$ cat src/rtl/apb_ucpd_pkg.sv
// Shared constants for the UCPD receive path: 4b5b codes, K-code ids,
// ordered-set type indices and the ordered-set K-code table.
package apb_ucpd_pkg;

    // 4b5b data codes, index = nibble value
    localparam logic [15:0][4:0] DATA_TABLE = {
        5'b11101, 5'b11100, 5'b11011, 5'b11010, 5'b10111, 5'b10110, 5'b10011, 5'b10010,
        5'b01111, 5'b01110, 5'b01011, 5'b01010, 5'b10101, 5'b10100, 5'b01001, 5'b11110
    };

    // K-codes
    localparam logic [4:0] K_SYNC1 = 5'b11000;
    localparam logic [4:0] K_SYNC2 = 5'b10001;
    localparam logic [4:0] K_SYNC3 = 5'b00110;
    localparam logic [4:0] K_RST1  = 5'b00111;
    localparam logic [4:0] K_RST2  = 5'b11001;
    localparam logic [4:0] K_EOP   = 5'b01101;

    // K-code ids reported by the symbol decoder
    localparam logic [2:0] KID_S1   = 3'd0;
    localparam logic [2:0] KID_S2   = 3'd1;
    localparam logic [2:0] KID_S3   = 3'd2;
    localparam logic [2:0] KID_R1   = 3'd3;
    localparam logic [2:0] KID_R2   = 3'd4;
    localparam logic [2:0] KID_EOP  = 3'd5;
    localparam logic [2:0] KID_NONE = 3'd7;

    // Ordered-set type indices, matching the ordset_en bit numbering
    localparam int         NUM_OS  = 7;
    localparam logic [2:0] OS_SOP  = 3'd0;
    localparam logic [2:0] OS_HRST = 3'd5;
    localparam logic [2:0] OS_CRST = 3'd6;

    // Each entry is {K1, K2, K3, K4}; K1 is received first
    localparam logic [NUM_OS-1:0][19:0] OS_TABLE = {
        {K_RST1,  K_SYNC1, K_RST1,  K_SYNC3},   // 6 Cable Reset
        {K_RST1,  K_RST1,  K_RST1,  K_RST2 },   // 5 Hard Reset
        {K_SYNC1, K_RST2,  K_SYNC3, K_SYNC2},   // 4 SOP''_Debug
        {K_SYNC1, K_RST2,  K_RST2,  K_SYNC3},   // 3 SOP'_Debug
        {K_SYNC1, K_SYNC3, K_SYNC1, K_SYNC3},   // 2 SOP''
        {K_SYNC1, K_SYNC1, K_SYNC3, K_SYNC3},   // 1 SOP'
        {K_SYNC1, K_SYNC1, K_SYNC1, K_SYNC2}    // 0 SOP
    };

    typedef enum logic [1:0] {StIdle, StOrdset, StDataLo, StDataHi} rx_state_e;

endpackage

$ cat src/rtl/apb_ucpd_4b5b_dec.sv
// Combinational 5b symbol classifier: data nibble or K-code id.
module apb_ucpd_4b5b_dec
    import apb_ucpd_pkg::*;
(
    input  logic [4:0] sym,
    output logic       is_data,
    output logic [3:0] nibble,
    output logic       is_kcode,
    output logic [2:0] kcode_id
);

    // Table lookup for data codes, explicit decode for K-codes
    always_comb begin
        is_data  = 1'b0;
        nibble   = 4'h0;
        is_kcode = 1'b1;
        kcode_id = KID_NONE;
        for (int i = 0; i < 16; i++) begin
            if (sym == DATA_TABLE[i]) begin
                is_data = 1'b1;
                nibble  = i[3:0];
            end
        end
        case (sym)
            K_SYNC1: kcode_id = KID_S1;
            K_SYNC2: kcode_id = KID_S2;
            K_SYNC3: kcode_id = KID_S3;
            K_RST1:  kcode_id = KID_R1;
            K_RST2:  kcode_id = KID_R2;
            K_EOP:   kcode_id = KID_EOP;
            default: is_kcode = 1'b0;
        endcase
    end

endmodule

$ cat src/rtl/apb_ucpd_rx_symdec.sv
// UCPD receive symbol decoder: ordered-set classification, nibble-to-byte
// assembly, EOP detection and frame error flagging.
module apb_ucpd_rx_symdec
    import apb_ucpd_pkg::*;
#(
    parameter int unsigned MAX_BYTES = 264,
    parameter int unsigned CNT_W     = 10
) (
    input  logic             ic_clk,
    input  logic             ic_rst,
    input  logic             rx_en,
    input  logic             sop_start,
    input  logic             sym_vld,
    input  logic [4:0]       sym,
    input  logic [6:0]       ordset_en,
    output logic             ordset_vld,
    output logic [2:0]       ordset_type,
    output logic             ordset_exact,
    output logic             hrst_det,
    output logic             crst_det,
    output logic             byte_vld,
    output logic [7:0]       rx_byte,
    output logic [CNT_W-1:0] rx_byte_cnt,
    output logic             eop_vld,
    output logic             sym_err,
    output logic             busy
);

    rx_state_e        state_q, state_d;
    logic [1:0]       k_idx_q, k_idx_d;
    logic [2:0][4:0]  slot_q, slot_d;
    logic [3:0]       lo_q, lo_d;
    logic [2:0]       type_q, type_d;
    logic             exact_q, exact_d;
    logic [7:0]       byte_q, byte_d;
    logic [CNT_W-1:0] cnt_q, cnt_d;
    logic             os_vld_q, os_vld_d, hrst_q, hrst_d, crst_q, crst_d;
    logic             bvld_q, bvld_d, eop_q, eop_d, err_q, err_d;

    logic             is_data, is_kcode;
    logic [3:0]       nibble;
    logic [2:0]       kcode_id;
    logic             is_eop;

    apb_ucpd_4b5b_dec u_dec (
        .sym      (sym),
        .is_data  (is_data),
        .nibble   (nibble),
        .is_kcode (is_kcode),
        .kcode_id (kcode_id)
    );

    assign is_eop = is_kcode && (kcode_id == KID_EOP);

    // 3-of-4 matcher; the 4th K-code is taken straight from the input symbol
    logic [19:0]             os_word;
    logic [NUM_OS-1:0][2:0]  hits;
    logic                    m_any, m_exact;
    logic [2:0]              m_type;

    assign os_word = {slot_q[0], slot_q[1], slot_q[2], sym};

    // Per-type hit count, then exact-first / lowest-index-first selection
    always_comb begin
        m_any   = 1'b0;
        m_exact = 1'b0;
        m_type  = 3'd0;
        for (int t = 0; t < NUM_OS; t++) begin
            hits[t] = 3'(os_word[19:15] == OS_TABLE[t][19:15])
                    + 3'(os_word[14:10] == OS_TABLE[t][14:10])
                    + 3'(os_word[9:5]   == OS_TABLE[t][9:5])
                    + 3'(os_word[4:0]   == OS_TABLE[t][4:0]);
        end
        // Descending scan so the lowest enabled index is the one left standing
        for (int t = NUM_OS - 1; t >= 0; t--) begin
            if (ordset_en[t] && hits[t] == 3'd4) begin
                m_exact = 1'b1;
                m_type  = t[2:0];
            end
        end
        if (!m_exact) begin
            for (int t = NUM_OS - 1; t >= 0; t--) begin
                if (ordset_en[t] && hits[t] >= 3'd3) begin
                    m_any  = 1'b1;
                    m_type = t[2:0];
                end
            end
        end
        m_any = m_any | m_exact;
    end

    // Next-state and registered-output computation
    always_comb begin
        state_d  = state_q;
        k_idx_d  = k_idx_q;
        slot_d   = slot_q;
        lo_d     = lo_q;
        type_d   = type_q;
        exact_d  = exact_q;
        byte_d   = byte_q;
        cnt_d    = cnt_q;
        os_vld_d = 1'b0;
        hrst_d   = 1'b0;
        crst_d   = 1'b0;
        bvld_d   = 1'b0;
        eop_d    = 1'b0;
        err_d    = 1'b0;
        if (sop_start) begin
            // Resync from any state; a coincident symbol is dropped
            state_d = StOrdset;
            k_idx_d = 2'd0;
            cnt_d   = '0;
        end else if (sym_vld) begin
            case (state_q)
                StOrdset: begin
                    if (k_idx_q != 2'd3) begin
                        slot_d[k_idx_q] = sym;
                        k_idx_d         = k_idx_q + 2'd1;
                    end else begin
                        k_idx_d = 2'd0;
                        if (!m_any) begin
                            err_d   = 1'b1;
                            state_d = StIdle;
                        end else begin
                            type_d  = m_type;
                            exact_d = m_exact;
                            if (m_type == OS_HRST) begin
                                hrst_d  = 1'b1;
                                state_d = StIdle;
                            end else if (m_type == OS_CRST) begin
                                crst_d  = 1'b1;
                                state_d = StIdle;
                            end else begin
                                os_vld_d = 1'b1;
                                state_d  = StDataLo;
                            end
                        end
                    end
                end
                StDataLo: begin
                    if (is_data) begin
                        lo_d    = nibble;
                        state_d = StDataHi;
                    end else if (is_eop) begin
                        eop_d   = 1'b1;
                        state_d = StIdle;
                    end else begin
                        err_d   = 1'b1;
                        state_d = StIdle;
                    end
                end
                StDataHi: begin
                    if (is_data && cnt_q != CNT_W'(MAX_BYTES)) begin
                        bvld_d  = 1'b1;
                        byte_d  = {nibble, lo_q};
                        cnt_d   = cnt_q + CNT_W'(1);
                        state_d = StDataLo;
                    end else begin
                        // Odd nibble at EOP, bad symbol, or byte beyond MAX_BYTES
                        err_d   = 1'b1;
                        state_d = StIdle;
                    end
                end
                default: ;
            endcase
        end
    end

    // State register; rx_en low behaves like reset
    always_ff @(posedge ic_clk) begin
        if (ic_rst || !rx_en) begin
            state_q  <= StIdle;
            k_idx_q  <= 2'd0;
            slot_q   <= '0;
            lo_q     <= 4'h0;
            type_q   <= 3'd0;
            exact_q  <= 1'b0;
            byte_q   <= 8'h00;
            cnt_q    <= '0;
            os_vld_q <= 1'b0;
            hrst_q   <= 1'b0;
            crst_q   <= 1'b0;
            bvld_q   <= 1'b0;
            eop_q    <= 1'b0;
            err_q    <= 1'b0;
        end else begin
            state_q  <= state_d;
            k_idx_q  <= k_idx_d;
            slot_q   <= slot_d;
            lo_q     <= lo_d;
            type_q   <= type_d;
            exact_q  <= exact_d;
            byte_q   <= byte_d;
            cnt_q    <= cnt_d;
            os_vld_q <= os_vld_d;
            hrst_q   <= hrst_d;
            crst_q   <= crst_d;
            bvld_q   <= bvld_d;
            eop_q    <= eop_d;
            err_q    <= err_d;
        end
    end

    assign ordset_vld   = os_vld_q;
    assign ordset_type  = type_q;
    assign ordset_exact = exact_q;
    assign hrst_det     = hrst_q;
    assign crst_det     = crst_q;
    assign byte_vld     = bvld_q;
    assign rx_byte      = byte_q;
    assign rx_byte_cnt  = cnt_q;
    assign eop_vld      = eop_q;
    assign sym_err      = err_q;
    assign busy         = (state_q != StIdle);

endmodule

$ cat config.mk
export PLATFORM = sky130hd
export DESIGN_NAME = apb_ucpd_rx_symdec
export DESIGN_NICKNAME = d
export VERILOG_FILES = /design/src/rtl/apb_ucpd_pkg.sv /design/src/rtl/apb_ucpd_4b5b_dec.sv /design/src/rtl/apb_ucpd_rx_symdec.sv
export SDC_FILE = /design/constraint.sdc
export NUM_CORES = 1
export LEC_CHECK = 0
export ABC_AREA = 1
export CAP_MARGIN = 40
export CORE_MARGIN = 5
export CORE_UTILIZATION = 53
export DETAILED_ROUTE_END_ITERATION = 8
export DONT_BUFFER_PORTS = 1
export PLACE_DENSITY = 0.68
export SYNTH_ARGS = -nofsm -noshare
export SYNTH_HDL_FRONTEND = slang
export SYNTH_SLANG_ARGS = --single-unit
export TNS_END_PERCENT = 1
$ cat constraint.sdc
create_clock -name ic_clk -period 7.4 [get_ports ic_clk]
set_clock_uncertainty 0.15 [all_clocks]
set_input_delay 1.85 -clock ic_clk [delete_from_list [all_inputs] [get_ports ic_clk]]
set_output_delay 1.85 -clock ic_clk [all_outputs]
set_load 0.01 [all_outputs]
======== After elaboration in Yosys (flattened, before gate mapping) ========
Cells that the tools add are included.
operators by class
  add/subtract/negate cells ............... 21
  order comparisons ....................... 9
  equal/unequal tests ..................... 49
  muxes and demuxes ....................... 87
  bitwise gates (word level) .............. 8
  reductions and logical operators ........ 38
operator list
  operator                 number
  $eq A5 B5 Y1 const B     19
  $mux W3                  19
  $mux W1                  45
  $eq A5 B3 Y1 const B     7
  $mux W4                  8
  $eq A3 B3 Y1 const B     10
  $eq A5 B4 Y1 const B     6
  $add A3 B1 Y3            9
  $ge A3 B2 Y1 const B     7
  $mux W2                  9
  $pmux W3 S6              1
  $logic_and A1 B1 Y1      17
  $add A2 B1 Y3            5
  $bwmux W15               1
  $reduce_and A4 Y1        3
  $reduce_or A6 Y1         2
  $add A1 B1 Y2            5
  $add A10 B1 Y10 const B  1
  $demux W5 S2             1
  $ne A10 B9 Y1 const B    1
  $reduce_and A3 Y1        3
  $not A1 Y1               7
  $reduce_or A7 Y1         1
  $pmux W2 S3              1
  other kinds (21)         24
storage, ports and cells
  register bits after elaboration ......... 51
  input bits .............................. 17
  output and inout bits ................... 29
  logic and storage cells ................. 229

======== Longest topological paths before layout ========
Gate-level depths: netlist (run 1).
  word-level depth ........................ 29
  mapped depth ............................ 24
  mapped depth without buffers ............ 23

======== Cells and area by module ========
Synthesis (run 1) repeated with hierarchy kept, for this count alone.
second synthesis, totals
  cell total of the unflattened synthesis .. 469
  area, all modules ....................... 3343.2 um^2
by module, submodules not included
  module              times used  cells each  area each (um^2)  sequential area each (um^2)
  apb_ucpd_rx_symdec  1           406         3000.4            1021.0
  apb_ucpd_4b5b_dec   1           63          342.8             0.0

======== Worst setup path before layout (run 1) ========
Ideal clock, no wire load.
  kind .................................... in2reg
  start ................................... input port sym[3]
  end ..................................... register type_q[0], in the netlist ordset_type[0]
  setup time .............................. 0.116 ns
  data arrival time ....................... 4.823 ns
  data required time ...................... 7.134 ns
  slack ................................... 2.311 ns
  cell stages on the path ................. 22
  path buffers ............................ 1
  path through ............................ buf_4 -> nor2_1 -> inv_1 -> nor3_1 -> inv_1 -> fa_1 -> inv_1 -> ha_1 -> ha_1 -> nand2_1 -> nor2_1 -> o21ai_0 -> nand2_1 -> inv_1 -> nand2_1 -> nor2_1 -> nand2_1 -> inv_1 -> nor3_4 -> nand3_1 -> o211ai_1 -> inv_1
between the ends
  word-level cells in the longest chain between the ends .. 18
  elaborated cells on any way between the ends .. 69
  those cells by class .................... 7 x add/sub; 7 x order compare; 10 x eq/ne; 29 x mux; 1 x bitwise; 15 x reduce/logical
ends and longest elaborated chain
  what                    RTL line                   text
  start: declaration      apb_ucpd_rx_symdec.sv:14   input logic [4:0] sym,
  $eq A5 B5 Y1            apb_ucpd_rx_symdec.sv:72   + 3'(os_word[4:0] == OS_TABLE[t][4:0]);
  $add A3 B1 Y3           apb_ucpd_rx_symdec.sv:72
  $eq A3 B3 Y1            apb_ucpd_rx_symdec.sv:76   if (ordset_en[t] && hits[t] == 3'd4) begin
  $logic_and A1 B1 Y1     apb_ucpd_rx_symdec.sv:76
  $mux W3 (6 in a row)    apb_ucpd_rx_symdec.sv:76
  $mux W3 (7 in a row)    apb_ucpd_rx_symdec.sv:83   if (ordset_en[t] && hits[t] >= 3'd3) begin
  $mux W3                 apb_ucpd_rx_symdec.sv:81   if (!m_exact) begin
  end signal: assignment  apb_ucpd_rx_symdec.sv:191  type_q <= type_d;
  end: declaration        apb_ucpd_rx_symdec.sv:33   logic [2:0] type_q, type_d;
Several ways; a longest one is shown, not always the timed one.
A chain may end at the register's enable or synchronous reset.

======== Worst setup path in the final report (run 1) ========
  start ................................... input port sym[2]
  end ..................................... register type_q[0], in the netlist ordset_type[0]
Same word-level chain as after synthesis.

==> flow_metrics.env, run 1 <==
export IMPL_status="completed"
export IMPL_synth_top_cell_area_share_pct=30.8
export IMPL_die_y_um=89.1
export IMPL_firstDrtPassIters=4
export IMPL_ioPinCount=46
export IMPL_final_antenna_net_count=0
export IMPL_yosys_warnings=0
export IMPL_post_place_ws_ns=1.99
export IMPL_synth_cell_type_count=40
export IMPL_clockBufferDepth=2
export IMPL_hpwlAfterDp_um=5780
export IMPL_critPathSlowestCell="fa_1"
export IMPL_worstPathRequired_ns=7.45
export IMPL_power_frac_comb_pct=5.9
export IMPL_layout_setup_ws_ns=2.35
export IMPL_grt_usage_pct=20.3
export IMPL_critPathMaxStageDelay_ns=0.54
export IMPL_start_kind="input pin"
export IMPL_yosys_area_top_type="dfxtp_1"
export IMPL_h_tree_depth=2
export IMPL_crit_path_cell_trace="inv_2 -> nor2_1 -> inv_1 -> nor3_1 -> inv_1 -> fa_1 -> inv_1 -> ha_1 -> ha_1 -> nand2_1 -> nor2_1 -> o21ai_0 -> nand2_1 -> inv_1 -> nand2_1 -> nor2_1 -> nand2_1 -> inv_1 -> nor3_4 -> nand3_1 -> o211ai_1 -> inv_1"
export IMPL_post_route_util_pct=57.9
export IMPL_power_share_clock_pct=34.6
export IMPL_clkLatencyLatePin_ns=0.31
export IMPL_grt_first_pass_wirelength_um=12800
export IMPL_ctsRootBufferMaster="clkbuf_8"
export IMPL_post_route_drc_count=0
export IMPL_internal_power_uw=349
export IMPL_rows=28
export IMPL_holdCritPathClass="reg -> reg"
export IMPL_hold_viol=0
export IMPL_fp_dieW_um=89.1
export IMPL_via_per_inst=5.39
export IMPL_postSynthAreaPerCell_um2=7.17
export IMPL_worstMarginPinSlew_ns=0.625
export IMPL_clk_pin_slew_ns=0.09
export IMPL_worst_setup_path_end_kind="flop"
export IMPL_cts_buffers_inserted=5
export IMPL_grt_pass1_vias=2881
export IMPL_path_class="in -> reg"
export IMPL_power_density_nw_per_um2=133
export IMPL_synth_main_ff_cell="dfxtp_1"
export IMPL_drive_gt1_share_pct=6.02
export IMPL_drt_total_wl_um=7260
export IMPL_p_sw_share_pct=24.6
export IMPL_syn_cell_area_um2=3320
export IMPL_synth_net_count=516
export IMPL_nets=517
export IMPL_path_common_cell="inv_1"
export IMPL_synth_area_leaders="dfxtp_1, ha_1, nand2_1, inv_1, a21oi_1"
export IMPL_post_cts_buffers=0
export IMPL_vdd_drop_max_uv=103
export IMPL_drv_slew=0
export IMPL_synth_cells=463
export IMPL_drt_iter0_markers=166
export IMPL_wl_per_cell_um=13.4
export IMPL_antenna_cells=0
export IMPL_vias=2911
export IMPL_cts_repair_resized=0
export IMPL_grt_overflow_total=0
export IMPL_dieArea_um2=7950
export IMPL_fin_crit_ns=5.05
export IMPL_gp_congestion=0.860
export IMPL_rsz0062_at_grt="no"
export IMPL_async_reset_ff_share_pct=0
export IMPL_start_util_pct=55.4
export IMPL_power_switching_uw=114
export IMPL_n_fill_cell=591
export IMPL_crit_arrival_ns=5.10
export IMPL_grt_start_max_net_pins=22
export IMPL_crit_fanout=9
export IMPL_syn2layout_area_growth_pct=4.45
export IMPL_relSlewSlack_pct=58.0
export IMPL_sequentialPowerShare_pct=59.5
export IMPL_drv_cap=0
export IMPL_cts_tree="built"
export IMPL_portBuffers=0
export IMPL_clock_sinks=51
export IMPL_ys_ff_latch=51
export IMPL_synth_edf_count=0
export IMPL_fmax_mhz=198
export IMPL_min_period_over_period_pct=68.2
export IMPL_ys_seq_area_share_pct=30.8
export IMPL_setup_viol=0
export IMPL_core_area_um2=5990
export IMPL_antenna_found_initial=0
export IMPL_final_setup_tns_ns=0
export IMPL_leakagePower_nw=1.49
export IMPL_cts_hold_buffers=0
-- Yosys cell counts, types with 4 or more instances --
master     n
nand2_1   79
inv_1     71
dfxtp_1   51
nor2_1    45
a21oi_1   42
o21ai_0   32
nand3_1   30
ha_1      29
nor3_1    15
nand4_1    9
fa_1       7
inv_2      5
nor4_1     5
a31oi_1    4
o211ai_1   4
xor2_1     4
-- metal layers --
layer	vias up	wire length (um)	track usage [%]
met3	4	354	4.33
met1	1331	3230	24.9
li1	1518	-	-
met2	58	3620	36.4
met5	-	0	0
met4	0	59	4.33
-- cell usage in the layout (no fill, tap or decap), types with 4 or more instances in the layout --
master	instances
a21oi_1	42
a31oi_1	4
clkbuf_8	5
dfxtp_1	51
fa_1	7
ha_1	29
inv_1	71
inv_2	5
nand2_1	79
nand3_1	30
nand4_1	9
nor2_1	45
nor3_1	15
nor4_1	5
o211ai_1	4
o21ai_0	32
xor2_1	4
-- power by group through the flow --
stage                     combinational, mW  clock, mW  sequential [mW]
final                                0.0273      0.160            0.275
after detailed placement             0.0273          0            0.282
after floorplan                      0.0249          0            0.282
after CTS                            0.0274      0.166            0.275
after global placement               0.0275          0            0.282
after global routing                 0.0310      0.179            0.276
-- stage by stage --
| step | std cells | total power [mW] | hold WS [ns] | cell area [um2] |
|---|---|---|---|---|
| after floorplan | 463 | 0.306 | 0.295 | 3320 |
| after global placement | 532 | 0.309 | 0.310 | 3380 |
| after detailed placement | 532 | 0.309 | 0.314 | 3380 |
| after CTS | 540 | 0.469 | 0.329 | 3470 |
| after global routing | 540 | 0.485 | 0.347 | 3470 |
| final | 540 | 0.462 | 0.327 | 3470 |
-- layout make-up --
type	count	area (um2)	area share, %
inverters	78	295	8.52
multi-input cells	327	1960	56.5
flip-flops and latches	51	1020	29.4
clock buffers	5	68.8	1.98
repair buffers	1	7.51	0.217
clock inverters	3	20.0	0.577
well taps	75	93.8	2.71
-- cells by family after synthesis --
group | count (synthesis) | share of synthesized area [%]
and+or+nand+nor | 199 | 28.6
buffers and inverters | 85 | 10.2
DFF | 51 | 30.8
AOI/OAI and AO/OA | 87 | 14.0
xor gates and xnor gates | 5 | 1.32
adders and majority gates | 36 | 15.2
-- state kept, by name (all words and copies together), names as in the netlist --
register      count
lo_q              4
sym_err           1
ordset_vld        1
ordset_exact      1
k_idx_q           2
os_word          15
state_q           2
eop_vld           1
crst_det          1
rx_byte           8
hrst_det          1
rx_byte_cnt      10
ordset_type       3
byte_vld          1
-- critical path, delay by kind of cell --
family | cells | cell delay (ns)
AOI/OAI and AO/OA | 2 | 0.20
adders and majority gates | 3 | 1.05
buffers and inverters | 7 | 0.51
and+or+nand+nor | 10 | 1.49
-- final timing paths --
check,start,end,slack [ns],cells past startpoint
max reg2reg,os_word[18]$_SDFFE_PP0P_,ordset_type[0]$_SDFFE_PP0P_,3.65,18
max,sym[2],ordset_type[0]$_SDFFE_PP0P_,2.35,22
min,os_word[13]$_SDFFE_PP0P_,os_word[13]$_SDFFE_PP0P_,0.33,2
min reg2reg,os_word[13]$_SDFFE_PP0P_,os_word[13]$_SDFFE_PP0P_,0.33,2
Note: power is estimated with default switching activity, not from simulation.
==> run 2, diff against run 1 <==
--- a/config.mk
+++ b/config.mk
@@ -11,7 +11,7 @@
 export CORE_UTILIZATION = 53
 export DETAILED_ROUTE_END_ITERATION = 8
 export DONT_BUFFER_PORTS = 1
-export PLACE_DENSITY = 0.68
+export PLACE_DENSITY = 0.71
 export SYNTH_ARGS = -nofsm -noshare
 export SYNTH_HDL_FRONTEND = slang
 export SYNTH_SLANG_ARGS = --single-unit
==> constraint.sdc (replaced) <==
create_clock -name ic_clk -period 4.6 [get_ports ic_clk]
set_clock_uncertainty 0.15 [all_clocks]
set_input_delay 1.15 -clock ic_clk [delete_from_list [all_inputs] [get_ports ic_clk]]
set_output_delay 1.15 -clock ic_clk [all_outputs]
set_load 0.01 [all_outputs]
==> run 2 against run 1 <==
Global-route usage down 1.0 points. Sequential power grew 61%. Hold slack improved by 0.0057 ns.
==> flow_metrics.env, run 2 (synthesized netlist as in run 1, its figures left out) <==
export IMPL_status="completed"
export IMPL_h_tree_depth=2
export IMPL_hp_start="os_word[16]$_SDFFE_PP0P_"
export IMPL_leakagePower_nw=1.51
export IMPL_worstMarginPinSlew_ns=0.532
export IMPL_worstPathRequired_ns=4.65
export IMPL_final_antenna_net_count=0
export IMPL_clkLatencyLatePin_ns=0.30
export IMPL_syn2layout_area_growth_pct=5.20
export IMPL_drv_cap=0
export IMPL_antenna_cells=0
export IMPL_clockBufferDepth=2
export IMPL_cts_hold_buffers=0
export IMPL_drv_slew=0
export IMPL_vias=2875
export IMPL_clk_pin_slew_ns=0.09
export IMPL_power_density_nw_per_um2=226
export IMPL_ctsRootBufferMaster="clkbuf_8"
export IMPL_drt_iter0_markers=118
export IMPL_dieArea_um2=7950
export IMPL_grt_start_max_net_pins=22
export IMPL_ioPinCount=46
export IMPL_grt_busiest_layer="met2"
export IMPL_rows=28
export IMPL_cts_repair_resized=0
export IMPL_holdWs_ns=0.332
export IMPL_reg2reg_from="os_word[18]$_SDFFE_PP0P_"
export IMPL_min_period_over_period_pct=87.9
export IMPL_hold_depth=2
export IMPL_cts_buffers_inserted=5
export IMPL_firstDrtPassIters=4
export IMPL_grt_first_pass_wirelength_um=12200
export IMPL_core_area_um2=5990
export IMPL_gr_usage_met1_pct=24.7
export IMPL_grt_usage_pct=19.3
export IMPL_dp_cells=533
export IMPL_grt_overflow_total=0
export IMPL_holdCritPathClass="reg -> reg"
export IMPL_start_kind="input pin"
export IMPL_worst_setup_path_end_kind="flop"
export IMPL_cts_tree="built"
export IMPL_via_per_inst=5.32
export IMPL_drt_total_wl_um=7230
export IMPL_final_common_cell="nand2_1"
export IMPL_crit_fanout=9
export IMPL_fp_dieW_um=89.1
export IMPL_hold_path_end="os_word[16]$_SDFFE_PP0P_"
export IMPL_timing_rr_end="ordset_type[0]$_SDFFE_PP0P_"
export IMPL_portBuffers=0
export IMPL_post_route_util_pct=58.3
export IMPL_nets=518
export IMPL_largest_reg_flops=15
export IMPL_n_fill_cell=598
export IMPL_layout_common_cells="nand2_1, inv_1, dfxtp_1"
export IMPL_wl_per_cell_um=13.4
export IMPL_clock_sinks=51
export IMPL_path_class="in -> reg"
export IMPL_finalPower_uw=788
export IMPL_post_route_drc_count=0
export IMPL_r2r_setup_slack_ns=0.90
export IMPL_reg2reg_depth=18
export IMPL_rsz0062_at_grt="no"
export IMPL_antenna_found_initial=0
export IMPL_post_cts_buffers=0
export IMPL_relSlewSlack_pct=64.2
export IMPL_final_setup_tns_ns=0
export IMPL_gp_congestion=0.829
export IMPL_die_y_um=89.1
export IMPL_hpwlAfterDp_um=5810
export IMPL_fin_crit_ns=4.04
export IMPL_crit_arrival_ns=4.09
export IMPL_grt_pass1_vias=2701
export IMPL_setup_viol=0
export IMPL_vdd_drop_max_uv=160
export IMPL_grtUsageMet2_pct=33.8
export IMPL_start_util_pct=55.4
export IMPL_use_met3_pct=3.23
export IMPL_drive_gt1_share_pct=6.02
export IMPL_fmax_mhz=247
export IMPL_hold_viol=0
export IMPL_final_cells=540
[run 2: cell count changes in the layout (fill, tap and decap cells not counted), sizes merged]
| cell | change |
|---|---|
| clkinv | -1 |
| bufinv | +1 |
| clkinvlp | -1 |
| buf | +1 |
[run 2: worst max path at each step]
stage,startpoint,to,slack (ns)
after floorplan,sym[3],ordset_type[0]$_SDFFE_PP0P_,0.21
after global placement,sym[2],ordset_exact$_SDFFE_PP0P_,0.37
after detailed placement,sym[2],ordset_type[0]$_SDFFE_PP0P_,0.22
after CTS,sym[2],ordset_type[0]$_SDFFE_PP0P_,0.55
after global routing,sym[2],state_q[1]$_SDFFE_PP0P_,0.21
final,sym[2],ordset_type[0]$_SDFFE_PP0P_,0.56
[run 2: report_power, final]
part           total (mW)  internal [mW]  switching (mW)
logic              0.0436         0.0128          0.0307
registers           0.443          0.442        0.000857
clock network       0.301          0.159           0.142
total               0.788          0.614           0.174
[run 2: through the flow]
stage | cell area, um2 | setup slack, ns
after floorplan | 3320 | 0.211
after global placement | 3390 | 0.365
after detailed placement | 3390 | 0.220
after CTS | 3490 | 0.552
after global routing | 3490 | 0.207
final | 3490 | 0.558
[run 2: critical path: stages]
cell      delay (ns)
inv_2           0.04
nor2_1          0.16
inv_1           0.06
nor3_1          0.28
inv_1           0.15
fa_1            0.52
inv_1           0.04
ha_1            0.20
ha_1            0.29
nand2_1         0.05
nor2_1          0.07
o21ai_0         0.11
nand2_1         0.09
inv_1           0.05
nand2_1         0.07
nor2_1          0.04
nand2_1         0.08
inv_1           0.08
nor3_4          0.28
nand3_1         0.13
o211ai_1        0.10
inv_1           0.05
[run 2: layout make-up]
class | instances | area (um2) | area share, %
multi-input combinational | 327 | 1960 | 56.1
sequential | 51 | 1020 | 29.2
inverter | 78 | 295 | 8.46
tap | 75 | 93.8 | 2.69
clock buffer | 5 | 68.8 | 1.97
clock inverter | 2 | 37.5 | 1.07
timing repair buffer | 2 | 15.0 | 0.430
[run 2: layer usage]
layer	up-vias	share of wire [%]
met4	0	1.0
met1	1304	47
met3	6	3.6
li1	1521	-
met2	44	48
met5	-	0
